===== src/rtl/keypad_decoder_if.sv =====
// Keypad-side and display-side signals of the keypad decoder.
// The master modport is the decoder; the slave modport is the keypad/consumer side.
interface keypad_decoder_if;
    logic [3:0] row;
    logic [3:0] col;
    logic [3:0] key_val;
    logic       key_valid;
    logic       key_held;

    modport master (
        input  row,
        output col,
        output key_val,
        output key_valid,
        output key_held
    );

    modport slave (
        output row,
        input  col,
        input  key_val,
        input  key_valid,
        input  key_held
    );
endinterface


===== src/rtl/keypad_decoder.sv =====
// 4x4 matrix keypad scanner with full-scan debouncing.
// Emits the hex code of an accepted key with a one-cycle valid strobe.
module keypad_decoder #(
    parameter int SCAN_CYCLES    = 100000,
    parameter int DEBOUNCE_SCANS = 4
) (
    input logic              clk,
    input logic              rst_n,
    keypad_decoder_if.master kp
);
    localparam int DW = (SCAN_CYCLES > 1) ? $clog2(SCAN_CYCLES) : 1;
    localparam int SW = $clog2(DEBOUNCE_SCANS + 1);
    localparam logic [DW-1:0] DWELL_LAST = DW'(SCAN_CYCLES - 1);
    localparam logic [SW-1:0] STABLE_MAX = SW'(DEBOUNCE_SCANS);
    // Snapshot index is col*4+row; nibble i holds that key's hex code.
    localparam logic [63:0] KEY_MAP = 64'hDCBA_E963_F852_0741;

    typedef enum logic [1:0] {COL0, COL1, COL2, COL3} col_state_e;
    typedef enum logic [1:0] {RES_NONE, RES_SINGLE, RES_MULTI} res_class_e;
    typedef struct packed {
        res_class_e cls;
        logic [3:0] code;
    } scan_result_t;
    typedef enum logic {IDLE, PRESSED} key_state_e;

    logic [3:0]   sync1_q, sync2_q;
    col_state_e   col_state_q;
    logic [3:0]   col_q;
    logic [DW-1:0] dwell_q;
    logic [11:0]  snap_q;
    scan_result_t prev_q;
    logic [SW-1:0] stable_q;

    key_state_e   key_state_q;
    logic [3:0]   key_val_q;
    logic         key_valid_q;
    logic         key_held_q;

    logic         sample;
    logic         scan_done;
    logic         same_res;
    logic         accept;
    logic [15:0]  snap_full;
    logic [4:0]   low_cnt;
    logic [3:0]   low_idx;
    scan_result_t scan_res;
    col_state_e   col_state_d;

    assign sample      = (dwell_q == DWELL_LAST);
    assign scan_done   = sample && (col_state_q == COL3);
    assign col_state_d = col_state_e'(col_state_q + 2'd1);
    // Column 3 is classified from the live synchronized rows on its sample cycle.
    assign snap_full   = {sync2_q, snap_q};

    // NOTE: every always_comb output gets a default first so no path leaves it unassigned, which would infer a latch.
    always_comb begin
        low_cnt = '0;
        low_idx = '0;
        for (int i = 0; i < 16; i++) begin
            if (!snap_full[i]) begin
                low_cnt = low_cnt + 5'd1;
                low_idx = 4'(i);
            end
        end
        scan_res.code = 4'h0;
        if (low_cnt == 5'd0) begin
            scan_res.cls = RES_NONE;
        end else if (low_cnt == 5'd1) begin
            scan_res.cls  = RES_SINGLE;
            scan_res.code = KEY_MAP[{low_idx, 2'b00} +: 4];
        end else begin
            scan_res.cls = RES_MULTI;
        end
    end

    assign same_res = (scan_res == prev_q);
    // Only the scan that first lifts the count to the threshold accepts.
    assign accept   = scan_done && same_res && (stable_q == STABLE_MAX - SW'(1));

    // NOTE: sequential state uses non-blocking assignments so every flop samples pre-edge values.
    always_ff @(posedge clk or negedge rst_n) begin
        if (!rst_n) begin
            sync1_q     <= 4'hF;
            sync2_q     <= 4'hF;
            col_state_q <= COL0;
            col_q       <= 4'b1110;
            dwell_q     <= '0;
            snap_q      <= '1;
            prev_q      <= '{cls: RES_NONE, code: 4'h0};
            stable_q    <= '0;
        end else begin
            sync1_q <= kp.row;
            sync2_q <= sync1_q;
            if (sample) begin
                dwell_q     <= '0;
                col_state_q <= col_state_d;
                col_q       <= ~(4'b0001 << col_state_d);
                if (col_state_q != COL3) begin
                    snap_q[{col_state_q, 2'b00} +: 4] <= sync2_q;
                end
                if (scan_done) begin
                    if (!same_res) begin
                        stable_q <= SW'(1);
                        prev_q   <= scan_res;
                    end else if (stable_q != STABLE_MAX) begin
                        stable_q <= stable_q + SW'(1);
                    end
                end
            end else begin
                dwell_q <= dwell_q + DW'(1);
            end
        end
    end

    always_ff @(posedge clk or negedge rst_n) begin
        if (!rst_n) begin
            key_state_q <= IDLE;
            key_val_q   <= 4'h0;
            key_valid_q <= 1'b0;
            key_held_q  <= 1'b0;
        end else begin
            key_valid_q <= 1'b0;
            case (key_state_q)
                IDLE: begin
                    if (accept && scan_res.cls == RES_SINGLE) begin
                        key_val_q   <= scan_res.code;
                        key_valid_q <= 1'b1;
                        key_held_q  <= 1'b1;
                        key_state_q <= PRESSED;
                    end
                end
                PRESSED: begin
                    // A different stable key is ignored until a stable release.
                    if (accept && scan_res.cls == RES_NONE) begin
                        key_held_q  <= 1'b0;
                        key_state_q <= IDLE;
                    end
                end
                default: key_state_q <= IDLE;
            endcase
        end
    end

    assign kp.col       = col_q;
    assign kp.key_val   = key_val_q;
    assign kp.key_valid = key_valid_q;
    assign kp.key_held  = key_held_q;
endmodule


===== src/flat_wrapper.sv =====
// flat-port wrapper written by rule: the top's interface ports become plain ports
module keypad_decoder_flat 
#(
    parameter int SCAN_CYCLES    = 100000,
    parameter int DEBOUNCE_SCANS = 4
)
  (clk, rst_n, kp_row, kp_col, kp_key_val, kp_key_valid, kp_key_held);
  keypad_decoder_if kp_i ();
  input logic clk;
  input logic rst_n;
  input wire logic [$bits(kp_i.row)-1:0] kp_row;
  output wire logic [$bits(kp_i.col)-1:0] kp_col;
  output wire logic [$bits(kp_i.key_val)-1:0] kp_key_val;
  output wire logic [$bits(kp_i.key_valid)-1:0] kp_key_valid;
  output wire logic [$bits(kp_i.key_held)-1:0] kp_key_held;
  assign kp_i.row = kp_row;
  assign kp_col = kp_i.col;
  assign kp_key_val = kp_i.key_val;
  assign kp_key_valid = kp_i.key_valid;
  assign kp_key_held = kp_i.key_held;
  keypad_decoder #(.SCAN_CYCLES(SCAN_CYCLES), .DEBOUNCE_SCANS(DEBOUNCE_SCANS)) u_core (.clk(clk), .rst_n(rst_n), .kp(kp_i));
endmodule

===== config.mk =====
export PLATFORM = sky130hd
export DESIGN_NAME = keypad_decoder_flat
export DESIGN_NICKNAME = d
export VERILOG_FILES = /design/src/rtl/keypad_decoder_if.sv /design/src/rtl/keypad_decoder.sv /design/src/flat_wrapper.sv
export SDC_FILE = /design/constraint.sdc
export NUM_CORES = 1
export LEC_CHECK = 0
export BUFFER_PORTS_ARGS = -buffer_cell sky130_fd_sc_hd__buf_4
export CORE_MARGIN = 2
export CORE_UTILIZATION = 45
export CTS_BUF_LIST = sky130_fd_sc_hd__clkbuf_16
export DETAILED_ROUTE_END_ITERATION = 8
export PLACE_DENSITY_LB_ADDON = 0.1
export SLEW_MARGIN = 10
export SYNTH_ARGS = -nofsm -noshare
export SYNTH_HDL_FRONTEND = slang
export SYNTH_SLANG_ARGS = --single-unit

===== constraint.sdc =====
create_clock -name clk -period 29.2 [get_ports clk]
set_input_delay 1.46 -clock clk [delete_from_list [all_inputs] [get_ports clk]]
set_output_delay 1.46 -clock clk [all_outputs]
set_load 0.1 [all_outputs]

* Yosys cells after proc, flatten, opt, wreduce, memory -nomap -nowiden
Cells that the tools add are included.
Storage, ports and cells: register bits after elaboration 59, input port bits 6, logic and storage cells 108
Cells by class: add/subtract/negate cells 19, equality and inequality tests 11, shifts and indexed selects 4, multiplexer cells 46, bitwise gates (word level) 3, reductions and logical operators 12
Operators by type and width (number):
- 2-to-1 mux 5 bit | 15
- adder 5 x 1 -> 5 bit, second input constant | 14
- indexed part select 64 x 7 -> 4 bit, first input constant | 1
- 2-to-1 mux 4 bit | 10
- 2-to-1 mux 3 bit | 6
- adder 17 x 1 -> 17 bit, second input constant | 1
- equality test 17 bit, second input constant | 1
- 2-to-1 mux 17 bit | 1
- bitwise mux 12 bit | 1
- variable shift 4 x 6 -> 12 bit, first input constant | 1
- indexed part select 4 x 6 -> 12 bit | 1
- 2-to-1 mux 2 bit | 4
- 2-to-1 mux 1 bit | 7
- equality test 6 bit | 1
- != test 2 bit, second input constant | 3
- negator 4 -> 6 bit | 1
- AND reduction 2 bit | 3
- AND reduction 3 bit | 2
- equality test 5 x 1 -> 1 bit, second input constant | 1
- logical AND 1 bit | 5
- zero test 5 bit | 1
- NOT 4 bit | 1
- case mux 1 bit (2 select lines) | 2
- left shift 1 x 2 -> 4 bit, first input constant | 1
- 10 further kinds | 11

* Logic depth before layout (Yosys ltp)
Gate-level depths: netlist (run 1).
depth after elaboration 40, depth in mapped cells 57, mapped depth without buffers 56

* Worst setup path after synthesis (run 1)
No wires, ideal clock.
kind reg-to-reg, start reg u_core.snap_q[0], end reg u_core.key_val_q[0] (netlist: u_core.kp.key_val[0]), setup time 126 ps, arrival time 10232 ps, setup slack 18842 ps, cell stages (with the launch flop) 56, path buffers 1, cells stage by stage dfstp_2 > inv_1 > ha_1 > xnor2_2 > ha_1 > nand2b_1 > nand2_1 > ha_1 > nand2b_1 > nand2_1 > ha_1 > nor2_1 > a31oi_1 > nor2_1 > inv_1 > ha_1 > nor2_1 > a21oi_1 > [... 20 more ...] > ha_1 > o21ai_0 > nand2_1 > ha_1 > nor2_1 > a31oi_1 > ha_1 > nor2b_1 > a21o_1 > ha_1 > or3_1 > o311ai_0 > nand3_1 > or2_2 > o21ai_0 > o211ai_2 > nor4b_4 > mux2_4
On the way: word-level cells in the longest chain between the ends 39, elaborated cells between the ends (all ways) 43, classes of those cells add/sub (15); eq/ne (3); mux (20); reduce/logical (5)
RTL lines:
- from (decl) | RTL line keypad_decoder.sv:30 | logic [11:0] snap_q;
- from (signal, indexed assignment) | RTL line keypad_decoder.sv:99 | snap_q[{col_state_q, 2'b00} +: 4] <= sync2_q;
- 2-to-1 mux 1 bit * | RTL line keypad_decoder.sv:60 | if (!snap_full[i]) begin
- adder 1 x 1 -> 2 bit | RTL line keypad_decoder.sv:61 | low_cnt = low_cnt + 5'd1;
- 2-to-1 mux 5 bit * | RTL line keypad_decoder.sv:60
- adder 5 x 1 -> 5 bit | RTL line keypad_decoder.sv:61
- 2-to-1 mux 5 bit * | RTL line keypad_decoder.sv:60
- adder 5 x 1 -> 5 bit | RTL line keypad_decoder.sv:61
- 2-to-1 mux 5 bit * | RTL line keypad_decoder.sv:60
- adder 5 x 1 -> 5 bit | RTL line keypad_decoder.sv:61
- [... 22 more ...]
- 2-to-1 mux 5 bit * | RTL line keypad_decoder.sv:60
- equality test 5 x 1 -> 1 bit | RTL line keypad_decoder.sv:68 | end else if (low_cnt == 5'd1) begin
- 2-to-1 mux 4 bit / 2-to-1 mux 2 bit (equally long branches) | RTL line keypad_decoder.sv:68
- 2-to-1 mux 4 bit / 2-to-1 mux 2 bit (equally long branches) | RTL line keypad_decoder.sv:66 | if (low_cnt == 5'd0) begin
- equality test 6 bit | RTL line keypad_decoder.sv:76 | assign same_res = (scan_res == prev_q);
- logical AND 1 bit (2 in series) | RTL line keypad_decoder.sv:78 | assign accept = scan_done && same_res && (stable_q == STABLE_MAX - SW'(1));
- logical AND 1 bit | RTL line keypad_decoder.sv:125 | if (accept && scan_res.cls == RES_SINGLE) begin
- AND reduction 2 bit (no line)
- to (signal assigned) | RTL line keypad_decoder.sv:126 | key_val_q <= scan_res.code;
- to (decl) | RTL line keypad_decoder.sv:35 | logic [3:0] key_val_q;
Mark *: on every way between the ends. The rest lies on a longest branch, timed or not. A chain may end at the register's enable or synchronous reset.

* Worst setup path after layout (run 1)
start reg u_core.snap_q[1], end reg u_core.key_val_q[3] (netlist: u_core.kp.key_val[3])
On the way: word-level cells in the longest chain between the ends 37, elaborated cells between the ends (all ways) 57, classes of those cells add/sub (14); eq/ne (3); shift (1); mux (34); reduce/logical (5)
RTL lines (RTL line):
- 2-to-1 mux 5 bit | keypad_decoder.sv:60
- adder 5 x 1 -> 5 bit | keypad_decoder.sv:61
- 2-to-1 mux 5 bit | keypad_decoder.sv:60
- adder 5 x 1 -> 5 bit | keypad_decoder.sv:61
- 2-to-1 mux 5 bit | keypad_decoder.sv:60
- adder 5 x 1 -> 5 bit | keypad_decoder.sv:61
- 2-to-1 mux 5 bit | keypad_decoder.sv:60
- adder 5 x 1 -> 5 bit | keypad_decoder.sv:61
- [... 20 more ...]
- 2-to-1 mux 5 bit | keypad_decoder.sv:60
- equality test 5 x 1 -> 1 bit | keypad_decoder.sv:68
- 2-to-1 mux 4 bit / 2-to-1 mux 2 bit (equally long branches) | keypad_decoder.sv:68
- 2-to-1 mux 4 bit / 2-to-1 mux 2 bit (equally long branches) | keypad_decoder.sv:66
- equality test 6 bit | keypad_decoder.sv:76
- logical AND 1 bit (2 in series) | keypad_decoder.sv:78
- logical AND 1 bit | keypad_decoder.sv:125
- AND reduction 2 bit (no line)
Parallel ways exist; a longest one is shown, timed or not.

==> results of run 1 <==
-- placed cells by master, fill, tap and decap left out, types with 3 or more instances in the layout --
| cell | instances |
|---|---|
| buf_4 | 15 |
| nor2_1 | 29 |
| nor2b_1 | 15 |
| a21oi_1 | 8 |
| mux2i_1 | 8 |
| ha_1 | 26 |
| nand2b_1 | 5 |
| nor4_1 | 4 |
| a31oi_1 | 5 |
| xnor2_1 | 31 |
| nand3_1 | 19 |
| xor2_1 | 16 |
| o21ai_0 | 35 |
| clkbuf_16 | 9 |
| dfrtp_1 | 36 |
| a211oi_1 | 3 |
| nor3b_1 | 4 |
| xor3_1 | 4 |
| xnor3_1 | 4 |
| xnor2_2 | 6 |
| o21ai_1 | 3 |
| a21o_1 | 4 |
| o31a_1 | 3 |
| xnor3_2 | 5 |
| nand4_1 | 6 |
| or2_2 | 4 |
| o31ai_1 | 5 |
| and3_1 | 4 |
| or3_1 | 4 |
| o211ai_1 | 3 |
| nand2_1 | 73 |
| clkinvlp_4 | 3 |
| nor3_1 | 4 |
| dfstp_2 | 23 |
| mux2_2 | 3 |
| inv_1 | 30 |
-- sequential cells by signal, indices dropped and copies added, names as in the netlist --
| name | cells |
|---|---|
| u_core.col_state_q | 2 |
| u_core.dwell_q | 17 |
| u_core.key_state_q | 1 |
| u_core.kp.col | 4 |
| u_core.kp.key_held | 1 |
| u_core.kp.key_val | 4 |
| u_core.kp.key_valid | 1 |
| u_core.prev_q | 6 |
| u_core.snap_q | 12 |
| u_core.stable_q | 3 |
| u_core.sync1_q | 4 |
| u_core.sync2_q | 4 |
-- per-layer routing --
metal | vias up | track usage (%) | wire length, µm | part of all wire [%]
li1 | 1764 | - | - | -
met4 | 0 | 5.844 | 124 | 1.4
met2 | 43 | 28.02 | 3998 | 45
met1 | 1620 | 24.86 | 4516 | 51
met3 | 12 | 2.391 | 236 | 2.7
met5 | - | 0 | 0 | 0
-- path summary, 6_finish.rpt --
path,start,cells after the start,end
max,u_core.snap_q[1],54,u_core.kp.key_val[3]
min,u_core.sync1_q[0],0,u_core.sync2_q[0]
max reg2reg,u_core.snap_q[1],54,u_core.kp.key_val[3]
min reg2reg,u_core.sync1_q[0],0,u_core.sync2_q[0]
max in group asynchronous,rst_n,1,u_core.prev_q[1]
min in group asynchronous,rst_n,1,u_core.dwell_q[10]
-- area by class of cell --
type / count / area [µm²] / area share, %
multi-input cells: 395 / 3015 / 58.14
flip-flops and latches: 59 / 1505 / 29.02
clock buffers: 9 / 225.2 / 4.343
well taps: 136 / 170.2 / 3.281
repair buffers: 15 / 112.6 / 2.171
inverters: 30 / 112.6 / 2.171
clock inverters: 7 / 45.04 / 0.8685
-- kinds of logic (layout without fill, tap and decap cells) --
family,count (synthesis),after routing
adder cells (fa/ha/maj),26,26
buffers and inverters,47,61
flip-flops,59,59
AND/OR/NAND/NOR,195,195
AO/OA/AOI/OAI,91,91
XOR/XNOR,69,69
multiplexers,14,14
-- through the flow --
step | hold slack (ns) | util [%] | std cells | instance area, µm²
finish | 0.3535 | 50.46 | 651 | 5186
global route | 0.3629 | 50.46 | 651 | 5186
CTS | 0.3552 | 50.46 | 651 | 5186
detailed placement | 0.3476 | 47.83 | 635 | 4916
global placement | 0.3459 | 47.83 | 635 | 4916
floorplan | 0.3452 | - | 501 | 4721
-- where the power goes --
part	leakage, nW	switching (mW)	internal [mW]
registers	0.727	0.00114	0.0830
logic	1.33	0.00670	0.00423
clock network	0.125	0.0366	0.0568
==> summary.md, run 1 <==
| Metric | Value |
|---|---|
| Fin crit share | `39.46%` |
| Type of origin of the critical path | `register` |
| Number of max-cap violations | `0` |
| Actual slew at the worst max-slew pin | `0.7047 ns` |
| Fin. Hold Viols | `0` |
| CP dominant cell by count | `ha_1` |
| RSZ-0062 raised after global routing | `false` |
| DP Worst Slack | `17.79 ns` |
| Slew Limit Headroom | `51.68%` |
| Cell Area, Synth | `0.004721 mm²` |
| Top FF cell, synth | `dfrtp_1` |
| Area contributors post-synth | `dfrtp_1, dfstp_2, ha_1` |
| CP max stage delay | `0.55 ns` |
| Clk Latency, worst-skew pair | `0.32 ns` |
| Yosys warns | `0` |
| Slowest stage cell on the critical path | `dfstp_2` |
| Final TNS setup | `0 ns` |
| CP required | `29.40 ns` |
| I/O Buffers | `15` |
| R2r setup slk | `17.68 ns` |
| Drt drc | `0` |
| Share of cells above drive strength 1 | `17.86%` |
| Simple-Gate Fraction of Synth Area | `21.95%` |
| Main combinational cell family by area after synthesis | `simple AND/OR/NAND/NOR gates` |
| Power Total | `0.1884 mW` |
| Cts bufs inserted | `9` |
| Crit path DAT | `11.72 ns` |
| Setup Fix Bufs, Post-CTS | `0` |
| Max FO, Critical Path | `8` |
| Clock skew | `0.005741 ns` |
| Syn avg cell area | `9.423 µm²` |
| GRT Total Usage | `17.62%` |
| Vias in the first global route | `3,435` |
| Worst setup EP type | `register` |
| Num rows | `37` |
| Routed wire per std cell | `13.63 µm` |
| Final Worst Setup Slack | `17.68 ns` |
| HPWL after detailed placement | `6.672 mm` |
| Pwr/cell area | `36.33 mW/mm²` |
| CTS tree | `done` |
| WP buf/inv | `3` |
| Post-route antenna net violation count | `0` |
| Final Setup Violations | `0` |
| Hold Path Class | `register to register` |
| ANT cells | `0` |
| Tmin final | `11.52 ns` |
| Peak VDD IR | `0.00004951 V` |
| Fin. max-slew vios | `0` |
| Gpl congestion | `0.8816` |
| Post-Synth XOR/XNOR Area | `18.50%` |
| Global-route wire length before repair | `16.28 mm` |
| Post-CTS resize count | `0` |
| Nets | `542` |
| First-iteration detailed-routing DRC count | `145` |
| Area Growth Syn to Fin | `9.859%` |
| Buffers from clock root to sink, at most | `2` |
| Post-synthesis sequential area ratio | `31.88%` |
| Multiplexer share of the synthesized area | `3.287%` |
| Yosys top cell by area | `dfrtp_1` |
| GRT overflow | `0` |
| Mapped Cells | `501` |
| Die Area | `0.01133 mm²` |
| Synth cell types | `80` |
| Adder-cell share of the synthesized area | `6.891%` |
| Filler instances | `987` |
| Num Clock Sinks | `59` |
| H-tree depth | `3` |
| Fmax | `86.79 MHz` |
| Vias per cell | `5.283` |
| Post-synth ARST share | `100.0%` |
| Post-Route WL | `8.876 mm` |
| Run status | `completed` |
| Initial core utilization | `45.93%` |
| CTS root buf | `clkbuf_16` |
| EDFF count, synth | `0` |
| Synthesis-stage register bit count | `59` |
| Vertical die dimension | `106.4 µm` |
| Die X | `106.4 µm` |
| Compound-Gate Fraction of Synth Area | `13.25%` |
| Initial antenna violation count | `0` |
| Top-count cell post-synth | `nand2_1` |
| Syn Nets | `533` |
| Worst-path clk slew | `0.05 ns` |
| Via count | `3,439` |
| Cell family with most CP delay | `adder cells` |
| Crit Path Class | `register to register` |
| Hold-fix buffers, CTS | `0` |
| Total I/O pin count | `16` |
| Lkg Pwr | `2.186 nW` |
| Yosys top cell area share | `19.08%` |
| Core area | `0.01028 mm²` |
| Largest net degree at the start of global routing | `60` |
| DRT Pass-1 Iters | `4` |
| Top post-synthesis cells by count | `nand2_1, dfrtp_1, o21ai_0` |
Power figures use the tool's default switching activity.
==> inputs of run 2 (changes only) <==
- clock period: 29.2 -> 11.8 ns (I/O delays scaled with it)
==> summary.md, run 2 (same netlist as run 1, synthesis figures left out) <==
| Metric | Value |
|---|---|
| Num Clock Sinks | `59 (unchanged)` |
| CP max stage delay | `0.54 ns (was 0.55 ns)` |
| Filler instances | `990 (was 987)` |
| Final Worst Setup Slack | `0.8517 ns (was 17.68 ns)` |
| Most common cell after layout, fill and taps aside | `nand2_1 (unchanged)` |
| Actual slew at the worst max-slew pin | `0.7487 ns (was 0.7047 ns)` |
| Worst setup EP type | `register (unchanged)` |
| First-iteration detailed-routing DRC count | `118 (was 145)` |
| Core area | `0.01028 mm² (unchanged)` |
| Hold-fix buffers, CTS | `0 (unchanged)` |
| Slowest stage cell on the critical path | `dfstp_2 (unchanged)` |
| Final TNS setup | `0 ns (unchanged)` |
| Max reg flops | `17 (unchanged)` |
| Multi-input gate area | `0.003024 mm² (was 0.003015 mm²)` |
| RSZ-0062 raised after global routing | `false (unchanged)` |
| DRT Pass-1 Iters | `5 (was 4)` |
| Buffers from clock root to sink, at most | `2 (unchanged)` |
| Vertical die dimension | `106.4 µm (unchanged)` |
| Die Area | `0.01133 mm² (unchanged)` |
| HPWL after detailed placement | `6.851 mm (was 6.672 mm)` |
| CTS tree | `done (unchanged)` |
| Worst-path clk slew | `0.05 ns (about the same)` |
| Fmax | `91.34 MHz (was 86.79 MHz)` |
| Run status | `completed (unchanged)` |
| CP Launch Point | `u_core.snap_q[0] (was u_core.snap_q[1])` |
| Nets | `545 (was 542)` |
| CP required | `12.00 ns (was 29.40 ns)` |
| Number of max-cap violations | `0 (unchanged)` |
| Cts bufs inserted | `9 (unchanged)` |
| Fin. max-slew vios | `0 (unchanged)` |
| GRT Total Usage | `17.65% (was 17.62%)` |
| Gpl congestion | `0.7781 (was 0.8816)` |
| GRT overflow | `0 (unchanged)` |
| Via count | `3,423 (was 3,439)` |
| CTS root buf | `clkbuf_16 (unchanged)` |
| Top reg by flops | `u_core.dwell_q (unchanged)` |
| Commonest cells after routing, fill and taps aside | `nand2_1, dfrtp_1, o21ai_0, xnor2_1, inv_1 (unchanged)` |
| Global-route layer with the greatest usage | `met2 (unchanged)` |
| Tmin final | `10.95 ns (was 11.52 ns)` |
| Slew Limit Headroom | `48.66% (was 51.68%)` |
| Crit Path Class | `register to register (unchanged)` |
| Type of origin of the critical path | `register (unchanged)` |
| Max FO, Critical Path | `8 (unchanged)` |
| Pwr/cell area | `92.60 mW/mm² (was 36.33 mW/mm²)` |
| Die X | `106.4 µm (unchanged)` |
| Area Growth Syn to Fin | `10.84% (was 9.859%)` |
| Vias in the first global route | `3,393 (was 3,435)` |
| Hold Path Class | `input pin to async pin (was register to register)` |
| I/O Buffers | `15 (unchanged)` |
| Initial antenna violation count | `0 (unchanged)` |
| Share of cells above drive strength 1 | `18.53% (was 17.86%)` |
| Fin. Hold Viols | `0 (unchanged)` |
| Global-route wire length before repair | `16.15 mm (was 16.28 mm)` |
| Fin crit share | `92.78% (was 39.46%)` |
| H-tree depth | `3 (unchanged)` |
| ANT cells | `0 (unchanged)` |
| Num rows | `37 (unchanged)` |
| Routed wire per std cell | `13.92 µm (was 13.63 µm)` |
| Clock skew | `0.005015 ns (was 0.005741 ns)` |
| Total I/O pin count | `16 (unchanged)` |
| Met2 Usage GRT | `28.57% (was 28.02%)` |
| Routing usage on met3 | `1.839% (was 2.391%)` |
| RR Startpoint | `u_core.snap_q[0] (was u_core.snap_q[1])` |
| DP Worst Slack | `0.3269 ns (was 17.79 ns)` |
| Largest net degree at the start of global routing | `60 (unchanged)` |
| Drt drc | `0 (unchanged)` |
| Post-Route WL | `9.106 mm (was 8.876 mm)` |
| Initial core utilization | `45.93% (unchanged)` |
| GR Util met1 | `24.44% (was 24.86%)` |
| Final Setup Violations | `0 (unchanged)` |
| Sequential Area | `0.001505 mm² (unchanged)` |
| Largest regs | `u_core.dwell_q: 17 flops, u_core.snap_q: 12 flops, u_core.prev_q: 6 flops (unchanged)` |
| CP dominant cell by count | `ha_1 (unchanged)` |
| Vias per cell | `5.234 (was 5.283)` |
| Lkg Pwr | `2.221 nW (was 2.186 nW)` |
| Clk Latency, worst-skew pair | `0.32 ns (about the same)` |
| Peak VDD IR | `0.0001062 V (was 0.00004951 V)` |
| Crit path DAT | `11.15 ns (was 11.72 ns)` |
| Power Total | `0.4845 mW (was 0.1884 mW)` |
| Post-route antenna net violation count | `0 (unchanged)` |
run 2: changes by cell type in the layout (fill, tap and decap cells not counted), sizes merged:
cell and change:
buf +3, clkinvlp -2, bufinv +1, inv +1
run 2: cell type report:
class | instances | share of cell area [%]
Tap cell | 136 | 3.252
Sequential cell | 59 | 28.77
Timing Repair Buffer | 18 | 2.583
Clock buffer | 9 | 4.304
Inverter | 30 | 2.152
Clock inverter | 7 | 1.148
Multi-Input combinational cell | 395 | 57.80
run 2: report_power, final:
group          leakage [nW]  switching, mW  internal [mW]
Combinational          1.35         0.0171         0.0106
Clock                 0.144         0.0881          0.160
Sequential            0.727        0.00279          0.205
Total                  2.22          0.108          0.376
run 2: through the flow:
stage          area [µm²]  cells  utilization [%]  hold WS, ns
2_1_floorplan        4721    501                -       0.2944
3_3_place_gp         4916    635            47.83       0.3466
3_5_place_dp         4916    635            47.83       0.3468
4_1_cts              5201    651            50.61       0.3512
5_1_grt              5233    654            50.91       0.3564
6_report             5233    654            50.91       0.3204
run 2: worst paths after layout:
kind | end | slack, ns | cells after the start
worst max-delay path | u_core.kp.key_val[0] | 0.85 | 55
worst min-delay path | u_core.dwell_q[15] | 0.32 | 1
worst max register to register | u_core.kp.key_val[0] | 0.85 | 55
worst min register to register | u_core.sync2_q[1] | 0.35 | 0
max in group asynchronous | u_core.prev_q[1] | 10.99 | 1
min in group clk | u_core.sync2_q[1] | 0.35 | 0
run 2: metal layers:
layer / share of wire [%] / wire, µm
met1: 50 / 4554
met2: 46 / 4202
met3: 2.6 / 239
met4: 1.2 / 109
met5: 0 / 0
run 2: worst max-delay path: cells and delay by family (launching register included):
family,cells,cell delay (ns)
buffers and inverters,4,0.39
flip-flops,1,0.54
AO/OA/AOI/OAI,14,2.45
AND/OR/NAND/NOR,21,2.88
adder cells (fa/ha/maj),14,3.92
XOR/XNOR,1,0.32
multiplexers,1,0.30
run 2: what timing repair did:
action,4_1_cts,5_1_grt
resized for setup,0,3
buffers inserted,0,3
endpoints found under the setup margin,0,13
==> inputs of run 3 (changes only) <==
- BUFFER_PORTS_ARGS: -buffer_cell sky130_fd_sc_hd__buf_4 -> -buffer_cell sky130_fd_sc_hd__buf_2
- CORE_UTILIZATION: 45 -> 28
==> summary.md, run 3 (same netlist as run 1, synthesis figures left out) <==
| Metric | Value |
|---|---|
| Clock skew | `0.009385 ns (was 0.005015 ns)` |
| Area Growth Syn to Fin | `12.93% (was 10.84%)` |
| First-iteration detailed-routing DRC count | `110 (was 118)` |
| GRT overflow | `0 (unchanged)` |
| Power Total | `0.4863 mW (was 0.4845 mW)` |
| Pwr/cell area | `91.22 mW/mm² (was 92.60 mW/mm²)` |
| Crit Path Class | `register to register (unchanged)` |
| Logic pwr share | `5.7% (about the same)` |
| Peak VDD IR | `0.00007279 V (was 0.0001062 V)` |
| Sequential share of power | `42.9% (was 43.0%)` |
| Final TNS setup | `0 ns (unchanged)` |
| Hold Path Class | `register to register (was input pin to async pin)` |
| H-tree depth | `3 (unchanged)` |
| Gpl congestion | `0.7884 (was 0.7781)` |
| Routed wire per std cell | `13.65 µm (was 13.92 µm)` |
| Crit path DAT | `11.22 ns (was 11.15 ns)` |
| Initial antenna violation count | `0 (unchanged)` |
| Fin crit share | `93.37% (was 92.78%)` |
| Num Clock Sinks | `59 (unchanged)` |
| CTS tree | `done (unchanged)` |
| Buffers from clock root to sink, at most | `2 (unchanged)` |
| Vias per cell | `4.676 (was 5.234)` |
| CP max stage delay | `0.54 ns (about the same)` |
| Sw Ratio | `22.85% (was 22.30%)` |
| Initial core utilization | `28.57% (was 45.93%)` |
| Global-route wire length before repair | `17.21 mm (was 16.15 mm)` |
| ANT cells | `0 (unchanged)` |
| Top reg by flops | `u_core.dwell_q (unchanged)` |
| Via count | `3,460 (was 3,423)` |
| GRT Total Usage | `11.90% (was 17.65%)` |
| Clk Latency, worst-skew pair | `0.33 ns (was 0.32 ns)` |
| Actual slew at the worst max-slew pin | `0.8110 ns (was 0.7487 ns)` |
| Hold-fix buffers, CTS | `0 (unchanged)` |
| Routing usage on met3 | `2.079% (was 1.839%)` |
| GR Util met1 | `16.49% (was 24.44%)` |
| DRT Pass-1 Iters | `4 (was 5)` |
| Nets | `547 (was 545)` |
| Fin. Hold Viols | `0 (unchanged)` |
| Share of cells above drive strength 1 | `18.65% (was 18.53%)` |
| Cell family with most CP delay | `adder cells (unchanged)` |
| CTS root buf | `clkbuf_16 (unchanged)` |
| Type of origin of the critical path | `register (unchanged)` |
| Final Worst Setup Slack | `0.7823 ns (was 0.8517 ns)` |
| Max FO, Critical Path | `7 (was 8)` |
| Total I/O pin count | `16 (unchanged)` |
| Tmin final | `11.02 ns (was 10.95 ns)` |
| DP Cell Count | `720 (was 635)` |
| Post-route antenna net violation count | `0 (unchanged)` |
| Int Power | `0.3752 mW (was 0.3765 mW)` |
| Largest regs | `u_core.dwell_q: 17 flops, u_core.snap_q: 12 flops, u_core.prev_q: 6 flops (unchanged)` |
| Worst-path clk slew | `0.05 ns (about the same)` |
| Core area | `0.01652 mm² (was 0.01028 mm²)` |
| Drt drc | `0 (unchanged)` |
| Slew Limit Headroom | `44.39% (was 48.66%)` |
| Slowest stage cell on the critical path | `dfstp_2 (unchanged)` |
| I/O Buffers | `15 (unchanged)` |
| Most common cell after layout, fill and taps aside | `nand2_1 (unchanged)` |
| Die X | `133.8 µm (was 106.4 µm)` |
| Fin. max-slew vios | `0 (unchanged)` |
| DP Worst Slack | `0.2345 ns (was 0.3269 ns)` |
| CP required | `12.01 ns (was 12.00 ns)` |
| Worst setup EP type | `register (unchanged)` |
| Lkg Pwr | `2.230 nW (was 2.221 nW)` |
| CP dominant cell by count | `ha_1 (unchanged)` |
| Die Area | `0.01791 mm² (was 0.01133 mm²)` |
| Fin cells | `740 (was 654)` |
| Commonest cells after routing, fill and taps aside | `nand2_1, dfrtp_1, inv_1, o21ai_0, xnor2_1 (was nand2_1, dfrtp_1, o21ai_0, xnor2_1, inv_1)` |
| Final Setup Violations | `0 (unchanged)` |
| Sw Pwr | `0.1111 mW (was 0.1081 mW)` |
| Post-Route WL | `10.10 mm (was 9.106 mm)` |
| Global-route layer with the greatest usage | `met2 (unchanged)` |
| Num rows | `47 (was 37)` |
| Fmax | `90.76 MHz (was 91.34 MHz)` |
| Vertical die dimension | `133.8 µm (was 106.4 µm)` |
| Number of max-cap violations | `0 (unchanged)` |
| Max reg flops | `17 (unchanged)` |
| Met2 Usage GRT | `18.77% (was 28.57%)` |
| HPWL after detailed placement | `7.440 mm (was 6.851 mm)` |
| Run status | `completed (unchanged)` |
| Cts bufs inserted | `9 (unchanged)` |
| WP buf/inv | `3 (was 4)` |
| Clock share of power | `51.4% (was 51.3%)` |
| Largest net degree at the start of global routing | `60 (unchanged)` |
| Vias in the first global route | `3,520 (was 3,393)` |
## run 3: final cells by class
type | instances | area (µm²)
fill | 1718 | 11190
clock inverter | 7 | 56.30
clock buffer | 9 | 225.2
multi-input combinational | 395 | 3044
sequential | 59 | 1505
timing repair buffer | 20 | 112.6
inverter | 30 | 112.6
tap | 220 | 275.3
## run 3: per-stage QoR
step	hold slack, ns	utilization (%)	cell area [µm²]
after CTS	0.3446	31.91	5273
after global placement	0.3462	30.20	4991
after global routing	0.3498	32.26	5331
final	0.3545	32.26	5331
after detailed placement	0.3497	30.20	4991
after floorplan	0.2944	-	4721
## run 3: final timing paths
kind / from / depth (start not counted) / endpoint / slack (ns)
worst min-delay path: u_core.sync1_q[0] / 0 / u_core.sync2_q[0] / 0.35
worst min register to register: u_core.sync1_q[0] / 0 / u_core.sync2_q[0] / 0.35
min in group asynchronous: rst_n / 2 / u_core.stable_q[1] / 0.42
worst max-delay path: u_core.snap_q[0] / 54 / u_core.prev_q[3] / 0.78
worst max register to register: u_core.snap_q[0] / 54 / u_core.prev_q[3] / 0.78
max in group asynchronous: rst_n / 2 / u_core.kp.col[0] / 10.87
## run 3: routing by layer
metal  part of all wire [%]  routed length, µm
met1                     52               5282
met2                     45               4527
met3                    1.4                145
met4                    1.5                147
met5                      0                  0
## run 3: what timing repair did
action | CTS | global route
endpoints found under the setup margin | 0 | 13
gates resized for setup | 0 | 7
buffers inserted | 0 | 4
## run 3: worst register-to-register path, delay by kind of cell, from the launching register on
kind                       cells  cell delay [ns]
muxes                          1             0.34
AOI/OAI and AO/OA             14             2.52
adders and majority gates     14             3.99
DFF                            1             0.54
and+or+nand+nor               21             3.03
xor gates and xnor gates       1             0.28
buffers and inverters          3             0.19
## run 3: power by group through the flow
stage	combinational, mW	sequential [mW]	clock, mW
after detailed placement	0.0281	0.212	0
after floorplan	0.0197	0.209	0
after CTS	0.0282	0.208	0.258
final	0.0278	0.208	0.250
after global placement	0.0275	0.212	0
after global routing	0.0320	0.209	0.266
